File: src/rtl/pll_reconfig_pkg.sv
// Shared constants, types and helpers for the PLL reconfiguration controller.
// Holds the management register map, the fixed M/N/C0 words, the per-profile
// K words, the FSM state encoding and the write-slot decode helpers.
package pll_reconfig_pkg;

  localparam int unsigned ADDR_W = 6;
  localparam int unsigned DATA_W = 32;
  localparam int unsigned IDX_W  = 3;

  // Reconfig management register addresses
  localparam logic [ADDR_W-1:0] ADDR_MODE  = ADDR_W'(0);
  localparam logic [ADDR_W-1:0] ADDR_START = ADDR_W'(2);
  localparam logic [ADDR_W-1:0] ADDR_N     = ADDR_W'(3);
  localparam logic [ADDR_W-1:0] ADDR_M     = ADDR_W'(4);
  localparam logic [ADDR_W-1:0] ADDR_C0    = ADDR_W'(5);
  localparam logic [ADDR_W-1:0] ADDR_K     = ADDR_W'(7);

  // Register words; mode 0 selects waitrequest mode, N bypassed
  localparam logic [DATA_W-1:0] MODE_WORD  = 32'h0000_0000;
  localparam logic [DATA_W-1:0] M_WORD     = 32'h0000_0404;
  localparam logic [DATA_W-1:0] N_WORD     = 32'h0001_0000;
  localparam logic [DATA_W-1:0] C0_WORD    = 32'h0000_0404;
  localparam logic [DATA_W-1:0] START_WORD = 32'h0000_0000;
  localparam logic [DATA_W-1:0] K_NTSC     = 32'd2537930535;  // 53.693175 MHz
  localparam logic [DATA_W-1:0] K_PAL      = 32'd2201376898;  // 53.203425 MHz

  // Write slot indices, in issue order
  localparam logic [IDX_W-1:0] IDX_MODE  = IDX_W'(0);
  localparam logic [IDX_W-1:0] IDX_M     = IDX_W'(1);
  localparam logic [IDX_W-1:0] IDX_N     = IDX_W'(2);
  localparam logic [IDX_W-1:0] IDX_C0    = IDX_W'(3);
  localparam logic [IDX_W-1:0] IDX_K     = IDX_W'(4);
  localparam logic [IDX_W-1:0] IDX_START = IDX_W'(5);

  typedef struct packed {
    logic [ADDR_W-1:0] addr;
    logic [DATA_W-1:0] data;
  } mgmt_wr_t;

  typedef enum logic [3:0] {
    ST_IDLE,
    ST_WR_MODE,
    ST_WR_M,
    ST_WR_N,
    ST_WR_C0,
    ST_WR_K,
    ST_WR_START,
    ST_SETTLE,
    ST_WAIT_LOCK
  } state_e;

  function automatic logic is_wr_state(state_e s);
    return s inside {ST_WR_MODE, ST_WR_M, ST_WR_N, ST_WR_C0, ST_WR_K, ST_WR_START};
  endfunction

  function automatic logic [IDX_W-1:0] wr_index(state_e s);
    case (s)
      ST_WR_M:     return IDX_M;
      ST_WR_N:     return IDX_N;
      ST_WR_C0:    return IDX_C0;
      ST_WR_K:     return IDX_K;
      ST_WR_START: return IDX_START;
      default:     return IDX_MODE;
    endcase
  endfunction

endpackage

File: src/rtl/pll_reconfig_ctrl_if.sv
// PLL reconfig management bus (write-only use, waitrequest flow control).
//   master: drives mgmt_address/mgmt_write/mgmt_writedata/mgmt_read
//   slave : drives mgmt_waitrequest
interface pll_reconfig_ctrl_if;
  import pll_reconfig_pkg::*;

  logic [ADDR_W-1:0] mgmt_address;
  logic              mgmt_write;
  logic [DATA_W-1:0] mgmt_writedata;
  logic              mgmt_read;
  logic              mgmt_waitrequest;

  modport master (
    output mgmt_address, mgmt_write, mgmt_writedata, mgmt_read,
    input  mgmt_waitrequest
  );

  modport slave (
    input  mgmt_address, mgmt_write, mgmt_writedata, mgmt_read,
    output mgmt_waitrequest
  );
endinterface

File: src/rtl/pll_profile_rom.sv
// Write table for the reconfig sequence: (profile, slot) -> address/data.
//   sel  : 0 = NTSC, 1 = PAL (only the K word differs)
//   idx  : write slot index
//   wr_c : combinational address/data for that slot
module pll_profile_rom
  import pll_reconfig_pkg::*;
(
  input  logic             sel,
  input  logic [IDX_W-1:0] idx,
  output mgmt_wr_t         wr_c
);

  always_comb begin
    wr_c = '{addr: ADDR_MODE, data: MODE_WORD};
    case (idx)
      IDX_M:     wr_c = '{addr: ADDR_M,     data: M_WORD};
      IDX_N:     wr_c = '{addr: ADDR_N,     data: N_WORD};
      IDX_C0:    wr_c = '{addr: ADDR_C0,    data: C0_WORD};
      IDX_K:     wr_c = '{addr: ADDR_K,     data: sel ? K_PAL : K_NTSC};
      IDX_START: wr_c = '{addr: ADDR_START, data: START_WORD};
      default:   wr_c = '{addr: ADDR_MODE,  data: MODE_WORD};
    endcase
  end

endmodule

File: src/rtl/pll_reconfig_ctrl.sv
// PLL reconfiguration sequencer: on cfg_req writes the mode/M/N/C0/K/start
// registers over the management bus, ignores lock for a settle window, then
// waits for lock (done pulse) or times out (sticky error).
//   clk, rst_n         : clock, async active-low reset
//   cfg_req, cfg_sel   : request pulse and profile select (0 NTSC, 1 PAL)
//   busy, done, error  : status (registered)
//   mgmt               : management bus master
//   pll_locked         : PLL lock, asynchronous to clk
module pll_reconfig_ctrl
  import pll_reconfig_pkg::*;
#(
  parameter int unsigned LOCK_TIMEOUT  = 1048576,
  parameter int unsigned SETTLE_CYCLES = 16
) (
  input  logic                clk,
  input  logic                rst_n,
  input  logic                cfg_req,
  input  logic                cfg_sel,
  output logic                busy,
  output logic                done,
  output logic                error,
  pll_reconfig_ctrl_if.master mgmt,
  input  logic                pll_locked
);

  localparam int unsigned LOCK_W   = $clog2(LOCK_TIMEOUT + 1);
  localparam int unsigned SETTLE_W = $clog2(SETTLE_CYCLES + 1);
  localparam logic [LOCK_W-1:0]   LOCK_MAX    = LOCK_W'(LOCK_TIMEOUT);
  localparam logic [LOCK_W-1:0]   LOCK_LAST   = LOCK_W'(LOCK_TIMEOUT - 1);
  localparam logic [SETTLE_W-1:0] SETTLE_LAST = SETTLE_W'(SETTLE_CYCLES - 1);

  state_e              state_q, state_d;
  logic                sel_q, sel_d;
  logic                busy_q, busy_d;
  logic                done_q, done_d;
  logic                error_q, error_d;
  logic                fin_q, fin_d;
  logic [1:0]          sync_q, sync_d;
  logic [SETTLE_W-1:0] settle_cnt_q, settle_cnt_d;
  logic [LOCK_W-1:0]   lock_cnt_q, lock_cnt_d;
  logic                mgmt_write_q, mgmt_write_d;
  logic [ADDR_W-1:0]   mgmt_address_q, mgmt_address_d;
  logic [DATA_W-1:0]   mgmt_writedata_q, mgmt_writedata_d;

  logic              wr_ack_c;
  logic              lock_s_c;
  logic              timeout_c;
  logic [LOCK_W-1:0] lock_inc_c;
  logic [IDX_W-1:0]  rom_idx_c;
  mgmt_wr_t          rom_wr_c;

  assign sync_d     = {sync_q[0], pll_locked};
  assign lock_s_c   = sync_q[1];
  assign wr_ack_c   = mgmt_write_q && !mgmt.mgmt_waitrequest;
  // Counter reaches LOCK_TIMEOUT on this edge; saturates, never wraps
  assign timeout_c  = (lock_cnt_q >= LOCK_LAST);
  assign lock_inc_c = (lock_cnt_q == LOCK_MAX) ? lock_cnt_q : lock_cnt_q + LOCK_W'(1);

  // Next state; fin_q blocks a request landing in the done/error cycle
  always_comb begin
    state_d      = state_q;
    sel_d        = sel_q;
    error_d      = error_q;
    done_d       = 1'b0;
    fin_d        = 1'b0;
    settle_cnt_d = settle_cnt_q;
    lock_cnt_d   = lock_cnt_q;
    case (state_q)
      ST_IDLE: begin
        if (cfg_req && !fin_q) begin
          state_d = ST_WR_MODE;
          sel_d   = cfg_sel;
          error_d = 1'b0;
        end
      end
      ST_WR_MODE: if (wr_ack_c) state_d = ST_WR_M;
      ST_WR_M:    if (wr_ack_c) state_d = ST_WR_N;
      ST_WR_N:    if (wr_ack_c) state_d = ST_WR_C0;
      ST_WR_C0:   if (wr_ack_c) state_d = ST_WR_K;
      ST_WR_K:    if (wr_ack_c) state_d = ST_WR_START;
      ST_WR_START: begin
        if (wr_ack_c) begin
          state_d      = ST_SETTLE;
          settle_cnt_d = '0;
          lock_cnt_d   = '0;
        end
      end
      ST_SETTLE: begin
        settle_cnt_d = settle_cnt_q + SETTLE_W'(1);
        lock_cnt_d   = lock_inc_c;
        if (timeout_c) begin
          state_d = ST_IDLE;
          error_d = 1'b1;
          fin_d   = 1'b1;
        end else if (settle_cnt_q == SETTLE_LAST) begin
          state_d = ST_WAIT_LOCK;
        end
      end
      ST_WAIT_LOCK: begin
        lock_cnt_d = lock_inc_c;
        if (lock_s_c) begin
          state_d = ST_IDLE;
          done_d  = 1'b1;
          fin_d   = 1'b1;
        end else if (timeout_c) begin
          state_d = ST_IDLE;
          error_d = 1'b1;
          fin_d   = 1'b1;
        end
      end
      default: state_d = ST_IDLE;
    endcase
    busy_d = (state_d != ST_IDLE);
  end

  assign rom_idx_c = wr_index(state_d);

  pll_profile_rom u_rom (
    .sel  (sel_d),
    .idx  (rom_idx_c),
    .wr_c (rom_wr_c)
  );

  // Bus outputs for the state being entered; a stall keeps state and so holds them
  always_comb begin
    mgmt_write_d     = is_wr_state(state_d);
    mgmt_address_d   = '0;
    mgmt_writedata_d = '0;
    if (mgmt_write_d) begin
      mgmt_address_d   = rom_wr_c.addr;
      mgmt_writedata_d = rom_wr_c.data;
    end
  end

  always_ff @(posedge clk or negedge rst_n) begin
    if (!rst_n) begin
      state_q          <= ST_IDLE;
      sel_q            <= 1'b0;
      busy_q           <= 1'b0;
      done_q           <= 1'b0;
      error_q          <= 1'b0;
      fin_q            <= 1'b0;
      sync_q           <= '0;
      settle_cnt_q     <= '0;
      lock_cnt_q       <= '0;
      mgmt_write_q     <= 1'b0;
      mgmt_address_q   <= '0;
      mgmt_writedata_q <= '0;
    end else begin
      state_q          <= state_d;
      sel_q            <= sel_d;
      busy_q           <= busy_d;
      done_q           <= done_d;
      error_q          <= error_d;
      fin_q            <= fin_d;
      sync_q           <= sync_d;
      settle_cnt_q     <= settle_cnt_d;
      lock_cnt_q       <= lock_cnt_d;
      mgmt_write_q     <= mgmt_write_d;
      mgmt_address_q   <= mgmt_address_d;
      mgmt_writedata_q <= mgmt_writedata_d;
    end
  end

  assign busy                = busy_q;
  assign done                = done_q;
  assign error               = error_q;
  assign mgmt.mgmt_write     = mgmt_write_q;
  assign mgmt.mgmt_address   = mgmt_address_q;
  assign mgmt.mgmt_writedata = mgmt_writedata_q;
  assign mgmt.mgmt_read      = 1'b0;

endmodule

File: src/flat_wrapper.sv
// flat-port wrapper written by rule: the top's interface ports become plain ports
module pll_reconfig_ctrl_flat import pll_reconfig_pkg::*;
#(
  parameter int unsigned LOCK_TIMEOUT  = 1048576,
  parameter int unsigned SETTLE_CYCLES = 16
)
  (clk, rst_n, cfg_req, cfg_sel, busy, done, error, pll_locked, mgmt_mgmt_address, mgmt_mgmt_write, mgmt_mgmt_writedata, mgmt_mgmt_read, mgmt_mgmt_waitrequest);
  pll_reconfig_ctrl_if mgmt_i ();
  input  logic clk;
  input  logic rst_n;
  input  logic cfg_req;
  input  logic cfg_sel;
  output logic busy;
  output logic done;
  output logic error;
  input  logic pll_locked;
  output wire logic [$bits(mgmt_i.mgmt_address)-1:0] mgmt_mgmt_address;
  output wire logic [$bits(mgmt_i.mgmt_write)-1:0] mgmt_mgmt_write;
  output wire logic [$bits(mgmt_i.mgmt_writedata)-1:0] mgmt_mgmt_writedata;
  output wire logic [$bits(mgmt_i.mgmt_read)-1:0] mgmt_mgmt_read;
  input wire logic [$bits(mgmt_i.mgmt_waitrequest)-1:0] mgmt_mgmt_waitrequest;
  assign mgmt_mgmt_address = mgmt_i.mgmt_address;
  assign mgmt_mgmt_write = mgmt_i.mgmt_write;
  assign mgmt_mgmt_writedata = mgmt_i.mgmt_writedata;
  assign mgmt_mgmt_read = mgmt_i.mgmt_read;
  assign mgmt_i.mgmt_waitrequest = mgmt_mgmt_waitrequest;
  pll_reconfig_ctrl #(.LOCK_TIMEOUT(LOCK_TIMEOUT), .SETTLE_CYCLES(SETTLE_CYCLES)) u_core (.clk(clk), .rst_n(rst_n), .cfg_req(cfg_req), .cfg_sel(cfg_sel), .busy(busy), .done(done), .error(error), .mgmt(mgmt_i), .pll_locked(pll_locked));
endmodule
File: config.mk
export PLATFORM = sky130hd
export DESIGN_NAME = pll_reconfig_ctrl_flat
export DESIGN_NICKNAME = d
export VERILOG_FILES = /design/src/rtl/pll_reconfig_pkg.sv /design/src/rtl/pll_reconfig_ctrl_if.sv /design/src/rtl/pll_profile_rom.sv /design/src/rtl/pll_reconfig_ctrl.sv /design/src/flat_wrapper.sv
export SDC_FILE = /design/constraint.sdc
export NUM_CORES = 1
export LEC_CHECK = 0
export BUFFER_PORTS_ARGS = -buffer_cell sky130_fd_sc_hd__buf_2
export CAP_MARGIN = 20
export CORE_UTILIZATION = 39
export CTS_CLUSTER_SIZE = 40
export DETAILED_ROUTE_END_ITERATION = 12
export GPL_TIMING_DRIVEN = 0
export PLACE_DENSITY = 0.56
export SLEW_MARGIN = 10
export SYNTH_ARGS = -nofsm -noshare
export SYNTH_HDL_FRONTEND = slang
export SYNTH_SLANG_ARGS = --single-unit
File: constraint.sdc
create_clock -name clk -period 5 [get_ports clk]
set_input_delay 1 -clock clk [delete_from_list [all_inputs] [get_ports clk]]
set_output_delay 1 -clock clk [all_outputs]
set_load 0.1 [all_outputs]
* Yosys cells after proc, flatten, opt, wreduce, memory -nomap -nowiden *
Cells that the tools add are included.

cells by class
  mux-type cells = 33
  eq/ne operators = 25
  reduce and logical (&&, ||, !) cells = 14
  add/subtract/negate cells = 2
  magnitude comparators = 1

operator list
  kind                   count
  $pmux 35 s5            1
  $mux 4                 11
  $mux 21                2
  $pmux 21 s2            1
  $pmux 4 s9             1
  $mux 32                1
  $mux 29                1
  $eq 4x3->1 const B     7
  $add 21x1->21 const B  1
  $eq 21x21->1 const B   1
  $ge 21x20->1 const B   1
  $eq 4x2->1 const B     4
  $pmux 3 s5             1
  $pmux 5 s2             1
  $mux 1                 9
  $eq 4x1->1 const B     2
  $eq 3x2->1 const B     2
  $eq 3x3->1 const B     2
  $reduce_and 3->1       2
  $reduce_bool 6->1      1
  $add 5x1->5 const B    1
  $eq 5x4->1 const B     1
  $mux 5                 1
  $eq 4x4->1 const B     1
  other kinds (14)       19

word-level totals
  word-level logic and storage cells = 87
  bits in registers = 73
  output and inout bits = 43

* Logic depth before layout (Yosys ltp) *
Gate-level depths: netlist of run 1.

  depth after elaboration = 9
  gate-level depth with buffers = 9

* By module *
From an unflattened synthesis of run 1, not the netlist that was laid out.

unflattened totals
  cells, all modules = 384
  area total of the unflattened synthesis = 3,876.2 sq um

by module, submodules not included
  module             instances  area each (sq um)  cells an instance
  pll_reconfig_ctrl  1          3,499.6            331
  pll_profile_rom    1          376.6              53

* Worst setup path after synthesis of run 1 *
Ideal clock, no wire load.

  path type = reg-to-output
  start = reg u_core.mgmt.mgmt_writedata[28] (netlist name)
  end = out mgmt_mgmt_writedata[13]
  data arrival time = 1,440 ps
  buffers on the path = 1
  setup slack = 2,560 ps
  stages on the path, launching flop included = 2
  path through = dfrtp_1 > buf_4

RTL lines
  what       RTL line            RTL
  to (decl)  flat_wrapper.sv:19  output wire logic [$bits(mgmt_i.mgmt_writedata)-1:0] mgmt_mgmt_writedata;

* Worst setup path in the final report of run 1 *
  start = in mgmt_mgmt_waitrequest
  end = reg u_core.lock_cnt_q[10]

on the way
  word-level cells in the longest chain between the ends = 4

ends and longest elaborated chain
  what                               RTL line                  RTL
  from (decl)                        flat_wrapper.sv:21        input wire logic [$bits(mgmt_i.mgmt_waitrequest)-1:0] mgmt_mgmt_waitrequest;
  $logic_not 1->1                    pll_reconfig_ctrl.sv:54   assign wr_ack_c = mgmt_write_q && !mgmt.mgmt_waitrequest;
  $logic_and 1x1->1                  pll_reconfig_ctrl.sv:54
  $ne 2x1->1 (no source line)        n/a
  $reduce_and 3->1 (no source line)  n/a
  to (signal assigned)               pll_reconfig_ctrl.sv:158  lock_cnt_q <= lock_cnt_d;
  to (decl)                          pll_reconfig_ctrl.sv:40   logic [LOCK_W-1:0] lock_cnt_q, lock_cnt_d;

Every way passes these cells.
A chain may end at the register's enable or synchronous reset.

==> results.md, run 1 <==
* Synth-to-layout area growth at 16.0%
* WL met2 at approximately 2.5 mm
* Drt pass-1 iters at 10
* Leakage power at 1.55 nW
* CP top delay family: buffers and inverters
* Slowest stage delay, CP at 470 ps
* Drt via density at 5.08
* Pwr Total at roughly 2.0 mW
* Worst vdd ir at just over 0.2 mV
* Hold path cells at 0
* I/O pin count at a little under 50
* Post-DR wirelength/cell at between 10 and 15 um
* Die area at 7210 um2
* Worst Path Arrival at ~2800 ps
* CTS resizes at 0
* Dominant synthesized flop cell: dfrtp_1
* Clock latency on the worst-skew pair at 300 ps
* Clock Sinks at 46
* Hold Startpoint: u_core.sync_q[0]$_DFF_PN0_
* Rows at 29
* Fin crit share at 0.520
* Worst flop-to-flop path startpoint: u_core.state_q[0]$_DFF_PN0_
* Unique masters post-synth at 53
* CP Capture Type: register
* Worst slew pin tran at just under 600 ps
* Crit-path max FO at 10
* Met1 wire length at 2.66 mm
* Post-CTS Setup Inserts at 0
* Worst clock skew at 7.15 ps
* Nets at about 350
* Startpoint Class: primary input
* CTS tree: yes
* Total GRT Usage at 0.170
* Placed Instance Area at roughly 3000 um2
* Synth area leader: dfrtp_1
* Die H at between 80 and 90 um
* Top cell by count, worst path: buf_2
* Finished layout cell area at between 3000 and 4000 um2
* Failing checks: design-rule violations
* Worst path bufs/invs at 4
* Detailed Route Iter0 Violations at approximately 150
* Crit path cell chain: buf_2, nand2b_1, nor4_4, buf_2, buf_2, buf_2, nor2_1
* First-pass GRT wire length at 9.60 mm
* Initial Util at 0.413
* Max-slew headroom at 0.610
* EDFF count, synth at 0
* RSZ-0062 raised after global routing: false
* CTS buffer count at 5
* Clock-pin slew of the registers on the worst-case setup and hold paths at approximately 90 ps
* Port Buffer Count at 36
* DRC viols at 11
* Initial antenna violation count at 0
* Vias at ~2100
* Share of cells above drive strength 1 at 0.304
* Area share of the largest cell type after synthesis at 0.429
* Synthesized area at approximately 2700 um2
* Post-route ant nets at 0
* CTS Buffer Depth at 2
* Most frequent cells in the layout: dfrtp_1, buf_2, buf_4
* Post-route setup TNS at 0 ps
* Slowest CP cell: nor4_4
* H-tree levels at 2
* P per Cell Area at ~650 nW/um2
* Top sig layer: met4
* Hold Fails Final Rpt at 0
* CTS Hold Bufs at 0
* DP Wirelength at between 4 and 5 mm
* Reg2Reg Capture Point: u_core.lock_cnt_q[10]$_DFFE_PN0P_
* GRT Residual Overflow at 0
* Final setup fails at 0
* Hold endpoint: u_core.sync_q[1]$_DFF_PN0_
* Fmax at ~0.38 GHz
* WL final at 5.61 mm
* Largest net degree at the start of global routing at 47
* Core Region at roughly 6500 um2
* Met3 wire len at approximately 320 um
* Required time worst endpoint at between 5000 and 6000 ps
* Max-slew violation count at 0
* Post-layout minimum cycle time at approximately 2600 ps
* Critical path class: primary input to register
* HP Class: register to register
* Outcome: complete, but fails checks
* Leading cell type in the layout, fill and taps excluded: dfrtp_1
* Sequential area share after synthesis at 0.429
* Antenna diodes at 0
* Warnings from Yosys at 0
* R2r setup slk at about 2700 ps
* Synth Instances at between 200 and 300
* Number of global-route vias before repair at 1956
* Clk root buf: clkbuf_8
* Final GP Congestion at about 0.8
* Chip width at 84.9 um
* Cell depth of the worst flop-to-flop path at 6
* Synthesized flop and latch total at 46
* Max cap viols at 0
* Synth async-reset ratio at 1.00
* Synth area leaders: dfrtp_1, buf_4, nor2_1, xor2_1, o21ai_0
* Average size of a mapped cell at between 9 and 10 um2
[cell families after synthesis]
logic type	Yosys count	synth area share
xor+xnor	15	0.0490
mux	2	0.00747
simple gates	107	0.222
other cells	1	0.00140
flops	46	0.429
fa+ha+maj	4	0.0187
buf+inv	53	0.129
compound gates	52	0.143
[metrics by stage]
stage / cells / hold WS, ps / setup WS, ps / utilization
floorplan: 291 / 331 / 2560 / -
global placement: 404 / 333 / 2090 / 0.462
detailed placement: 404 / 340 / 2060 / 0.462
CTS: 412 / 362 / 2370 / 0.476
global route: 413 / 375 / 2290 / 0.479
finish: 413 / 359 / 2400 / 0.479
[report_power, final]
group | leakage, nW | total, mW | internal, mW | switching (mW)
Combinational | 0.903 | 1.22 | 0.281 | 0.943
Clock | 0.0441 | 0.232 | 0.0984 | 0.134
Sequential | 0.599 | 0.558 | 0.466 | 0.0929
[how the worst max path moves through the flow]
stage | end | start | slack [ps] | cells after the start
after CTS | u_core.lock_cnt_q[10]$_DFFE_PN0P_ | mgmt_mgmt_waitrequest | 2370 | 7
after floorplan | mgmt_mgmt_writedata[13] | u_core.mgmt.mgmt_writedata[28]$_DFF_PN0_ | 2560 | 1
after global placement | u_core.lock_cnt_q[16]$_DFFE_PN0P_ | mgmt_mgmt_waitrequest | 2090 | 7
after global routing | u_core.lock_cnt_q[17]$_DFFE_PN0P_ | mgmt_mgmt_waitrequest | 2290 | 7
final | u_core.lock_cnt_q[10]$_DFFE_PN0P_ | mgmt_mgmt_waitrequest | 2400 | 7
after detailed placement | u_core.lock_cnt_q[9]$_DFFE_PN0P_ | mgmt_mgmt_waitrequest | 2060 | 7
[flip-flops by register name (all words and copies together) (netlist names), 2 cells and up]
register / count
u_core.settle_cnt_q: 5
u_core.state_q: 4
u_core.sync_q: 2
u_core.mgmt.mgmt_writedata: 5
u_core.lock_cnt_q: 21
u_core.mgmt.mgmt_address: 3
[cells in the mapped netlist (all sizes together), types with 3 or more instances]
master / n
nor4: 4
buf: 42
a21oi: 9
and2: 3
o2111ai: 7
xor2: 11
nand4: 6
nand3: 8
or4: 5
dfrtp: 46
xnor2: 4
or3: 5
inv: 9
nor2: 31
o21ai: 19
nor3: 5
ha: 4
and3: 7
nand2: 23
o211ai: 4
[layer usage]
layer | vias up | track usage
met5 | - | 0
met3 | 8 | 0.0438
li1 | 1055 | -
met4 | 0 | 0.0493
met1 | 974 | 0.219
met2 | 61 | 0.282
[final cells by class]
cell class              instances  area, um2
fillers                       626       3390
multi-input cells             192       1230
flip-flops and latches         46       1150
plain buffers                  44        312
repair buffers                 37        200
well taps                      77       96.3
clock buffers                   5       68.8
inverters                       9       33.8
clock inverters                 3       21.3
Power figures use the tool's default switching activity.
==> run 2, diff against run 1 <==
--- a/config.mk
+++ b/config.mk
@@ -5,6 +5,7 @@
 export SDC_FILE = /design/constraint.sdc
 export NUM_CORES = 1
 export LEC_CHECK = 0
+export ABC_AREA = 1
 export BUFFER_PORTS_ARGS = -buffer_cell sky130_fd_sc_hd__buf_2
 export CAP_MARGIN = 20
 export CORE_UTILIZATION = 39
==> constraint.sdc (replaced) <==
create_clock -name clk -period 2.65 [get_ports clk]
set_input_delay 0.53 -clock clk [delete_from_list [all_inputs] [get_ports clk]]
set_output_delay 0.53 -clock clk [all_outputs]
set_load 0.1 [all_outputs]
==> results.md, run 2 <==
* Slowest CP cell: dfrtp_1
* Net Switching at 2.31 mW (+98%)
* Largest Register: u_core.lock_cnt_q
* CTS tree: yes
* CTS resizes at 0 (unchanged)
* Power share of the clock group at 0.136 (+0.021)
* Slowest stage delay, CP at 440 ps (-30 ps)
* Die area at 7770 um2 (+7.7%)
* Worst clock skew at 7.33 ps (+0.184 ps)
* EDFF count, synth at 0 (unchanged)
* Area share of the largest cell type after synthesis at 0.398 (-0.0314)
* Most common cell in the synthesized netlist: nand2_1
* Leading cell type in the layout, fill and taps excluded: nand2_1
* CTS Hold Bufs at 0 (unchanged)
* Synth async-reset ratio at 1.00 (unchanged)
* Detailed Route Iter0 Violations at 91 (-39%)
* Crit path cell chain: inv_1, ha_1, nand3_1, nor4_1, nand4_1, nand2_2, buf_6, nand2_1, o21ai_1
* Placed Instance Area at 3240 um2 (+8.0%)
* Post-route ant nets at 0 (unchanged)
* Drt pass-1 iters at 7 (-3)
* Startpoint Class: register
* Worst flop-to-flop path startpoint: u_core.lock_cnt_q[0]$_DFFE_PN0P_
* First-pass GRT wire length at 9.93 mm (+3.4%)
* Final setup fails at 0 (unchanged)
* Chip width at 88.1 um (+3.8%)
* Leakage power at 1.75 nW (+13%)
* Total GRT Usage at 0.169 (-0.000766)
* Sequential power share at 0.241 (-0.036)
* DP Wirelength at 4.51 mm (+12%)
* Internal at 1.64 mW (+95%)
* Synthesized flop and latch total at 46 (unchanged)
* Fmax at ~0.5 GHz
* Worst Path Arrival at 2170 ps (-620 ps)
* Required time worst endpoint at 2880 ps (-2310 ps)
* GRT Residual Overflow at 0 (unchanged)
* Clock Sinks at 46 (unchanged)
* I/O pin count at 49 (unchanged)
* Max-slew headroom at 0.662 (+0.0516)
* HP Class: primary input to async pin
* Rows at 31 (+6.9%)
* P per Cell Area at 1170 nW/um2 (+81%)
* CTS buffer count at 5 (unchanged)
* Port Buffer Count at 36 (unchanged)
* Critical path destination: u_core.lock_cnt_q[7]$_DFFE_PN0P_
* Reg2Reg Capture Point: u_core.lock_cnt_q[7]$_DFFE_PN0P_
* DRC viols at 0 (-11)
* Crit. Startpoint: u_core.lock_cnt_q[0]$_DFFE_PN0P_
* Number of global-route vias before repair at 2132 (+9.0%)
* Drt via density at 4.53 (-11%)
* Crit-path max FO at 10 (unchanged)
* Synth Instances at 357 (+28%)
* Core Region at 7210 um2 (+11%)
* Most frequent cells after synthesis: nand2_1, dfrtp_1, inv_1, buf_4, nor2_1
* Sw Ratio at 0.584 (+0.00382)
* Hold Fails Final Rpt at 0 (unchanged)
* Post-layout minimum cycle time at roughly 1900 ps
* Antenna diodes at 0 (unchanged)
* Share of cells above drive strength 1 at 0.283 (-0.0203)
* Worst slew pin tran at 507 ps (-73.0 ps)
* Dpl ws at 717 ps (-1340 ps)
* R2r setup slk at 710 ps (-2010 ps)
* Post-CTS Setup Inserts at 0 (unchanged)
* Clk root buf: clkbuf_8
* Fin crit share at 0.733
* Warnings from Yosys at 0 (unchanged)
* Vias at 2318 (+10%)
* Average size of a mapped cell at 8.10 um2 (-15%)
* Synth area leaders: dfrtp_1, nand2_1, buf_4, inv_1, nand3_1
* Finished layout cell area at 3370 um2 (+8.3%)
* Final GP Congestion at 0.871 (+6.5%)
* Post-route setup TNS at 0 ps (unchanged)
* Max FFs per register at 21 (unchanged)
* Synth-to-layout area growth at 16.4%
* CP Capture Type: register
* Synth area leader: dfrtp_1
* Clock-pin slew of the registers on the worst-case setup and hold paths at 90 ps (about the same)
* Initial antenna violation count at 0 (unchanged)
* Nets at 422 (+22%)
* Most frequent cells in the layout: nand2_1, dfrtp_1, inv_1, buf_2, buf_4
* Synthesized area at 2890 um2 (+7.9%)
* RSZ-0062 raised after global routing: false
* H-tree levels at 2 (unchanged)
* Hold slack final at 182 ps (-177 ps)
* Worst vdd ir at 0.429 mV (+110%)
* Worst setup margin at 708 ps (-1690 ps)
* CTS Buffer Depth at 2 (unchanged)
* Outcome: completed
* Initial Util at 0.401 (-0.0119)
* Sequential area share after synthesis at 0.398 (-0.0314)
* Post-DR wirelength/cell at 11.7 um (-14%)
* Cell depth of the worst flop-to-flop path at 9 (+3)
* Max-slew violation count at 0 (unchanged)
* Dominant synthesized flop cell: dfrtp_1
* Comb power frac at 0.623 (+0.016)
* Max cap viols at 0 (unchanged)
* Clock latency on the worst-skew pair at 300 ps (about the same)
* Largest net degree at the start of global routing at 47 (unchanged)
* WL final at 5.97 mm (+6.3%)
* Critical path class: register to register
* Die H at 88.1 um (+3.8%)
* Unique masters post-synth at 38 (-28%)
run 2: cell count changes after synthesis, sizes merged, moves of 5 or more:
cell and change:
nand4 +5, o21ai +8, or3 -5, nand2 +69, a21oi -7, inv +35, buf -8, nand3 +16
and3 -7, o2111ai -7, or4 -5
run 2: cell families (layout without fill, tap and decap cells):
family,after synthesis,count (layout),synth area share
other,1,12,0.00130
xor gates and xnor gates,17,17,0.0515
adders and majority gates,4,4,0.0173
buffers and inverters,80,125,0.150
DFF,46,46,0.398
and+or+nand+nor,175,175,0.315
AOI/OAI and AO/OA,34,34,0.0670
run 2: power groups by stage:
stage / Clock, mW / Sequential, mW / Combinational, mW
final: 0.537 / 0.954 / 2.46
after global routing: 0.583 / 0.980 / 2.62
after detailed placement: 0 / 0.971 / 2.48
after global placement: 0 / 0.965 / 2.46
after CTS: 0.559 / 0.956 / 2.48
after floorplan: 0 / 1.43 / 1.66
run 2: how the worst min path moves through the flow:
| stage | startpoint | cells after the start | slack (ps) | end |
|---|---|---|---|---|
| floorplan | rst_n | 0 | 230 | u_core.busy$_DFF_PN0_ |
| global placement | u_core.sync_q[0]$_DFF_PN0_ | 0 | 330 | u_core.sync_q[1]$_DFF_PN0_ |
| detailed placement | u_core.sync_q[0]$_DFF_PN0_ | 0 | 340 | u_core.sync_q[1]$_DFF_PN0_ |
| CTS | pll_locked | 1 | 310 | u_core.sync_q[0]$_DFF_PN0_ |
| global route | rst_n | 1 | 220 | u_core.fin_q$_DFF_PN0_ |
| finish | rst_n | 1 | 180 | u_core.settle_cnt_q[2]$_DFFE_PN0P_ |
run 2: area by class of cell:
| cell class | count | area [um2] |
|---|---|---|
| well taps | 99 | 124 |
| repair buffers | 37 | 200 |
| inverters | 45 | 170 |
| flip-flops and latches | 46 | 1150 |
| plain buffers | 35 | 264 |
| clock inverters | 2 | 37.5 |
| multi-input cells | 242 | 1350 |
| clock buffers | 6 | 72.6 |
| fillers | 740 | 3850 |
run 2: worst max-delay path: cells and delay by family (launching register included):
kind                     cells  cell delay [ps]
flip-flops                   1              440
buffers and inverters        2              370
AND/OR/NAND/NOR              5              790
AO/OA/AOI/OAI                1               80
adder cells (fa/ha/maj)      1              190
run 2: metal layers:
| layer | part of all wire | track usage | vias up |
|---|---|---|---|
| met3 | 0.031 | 0.0396 | 4 |
| met4 | 0.0085 | 0.0440 | 0 |
| li1 | - | - | 1207 |
| met5 | 0 | 0 | - |
| met2 | 0.47 | 0.286 | 42 |
| met1 | 0.49 | 0.217 | 1065 |
run 2: through the flow:
| stage | instances | power, mW | util |
|---|---|---|---|
| after detailed placement | 503 | 3.45 | 0.449 |
| after global placement | 503 | 3.42 | 0.449 |
| after CTS | 511 | 3.99 | 0.464 |
| after floorplan | 368 | 3.10 | - |
| after global routing | 512 | 4.19 | 0.467 |
| final | 512 | 3.95 | 0.467 |
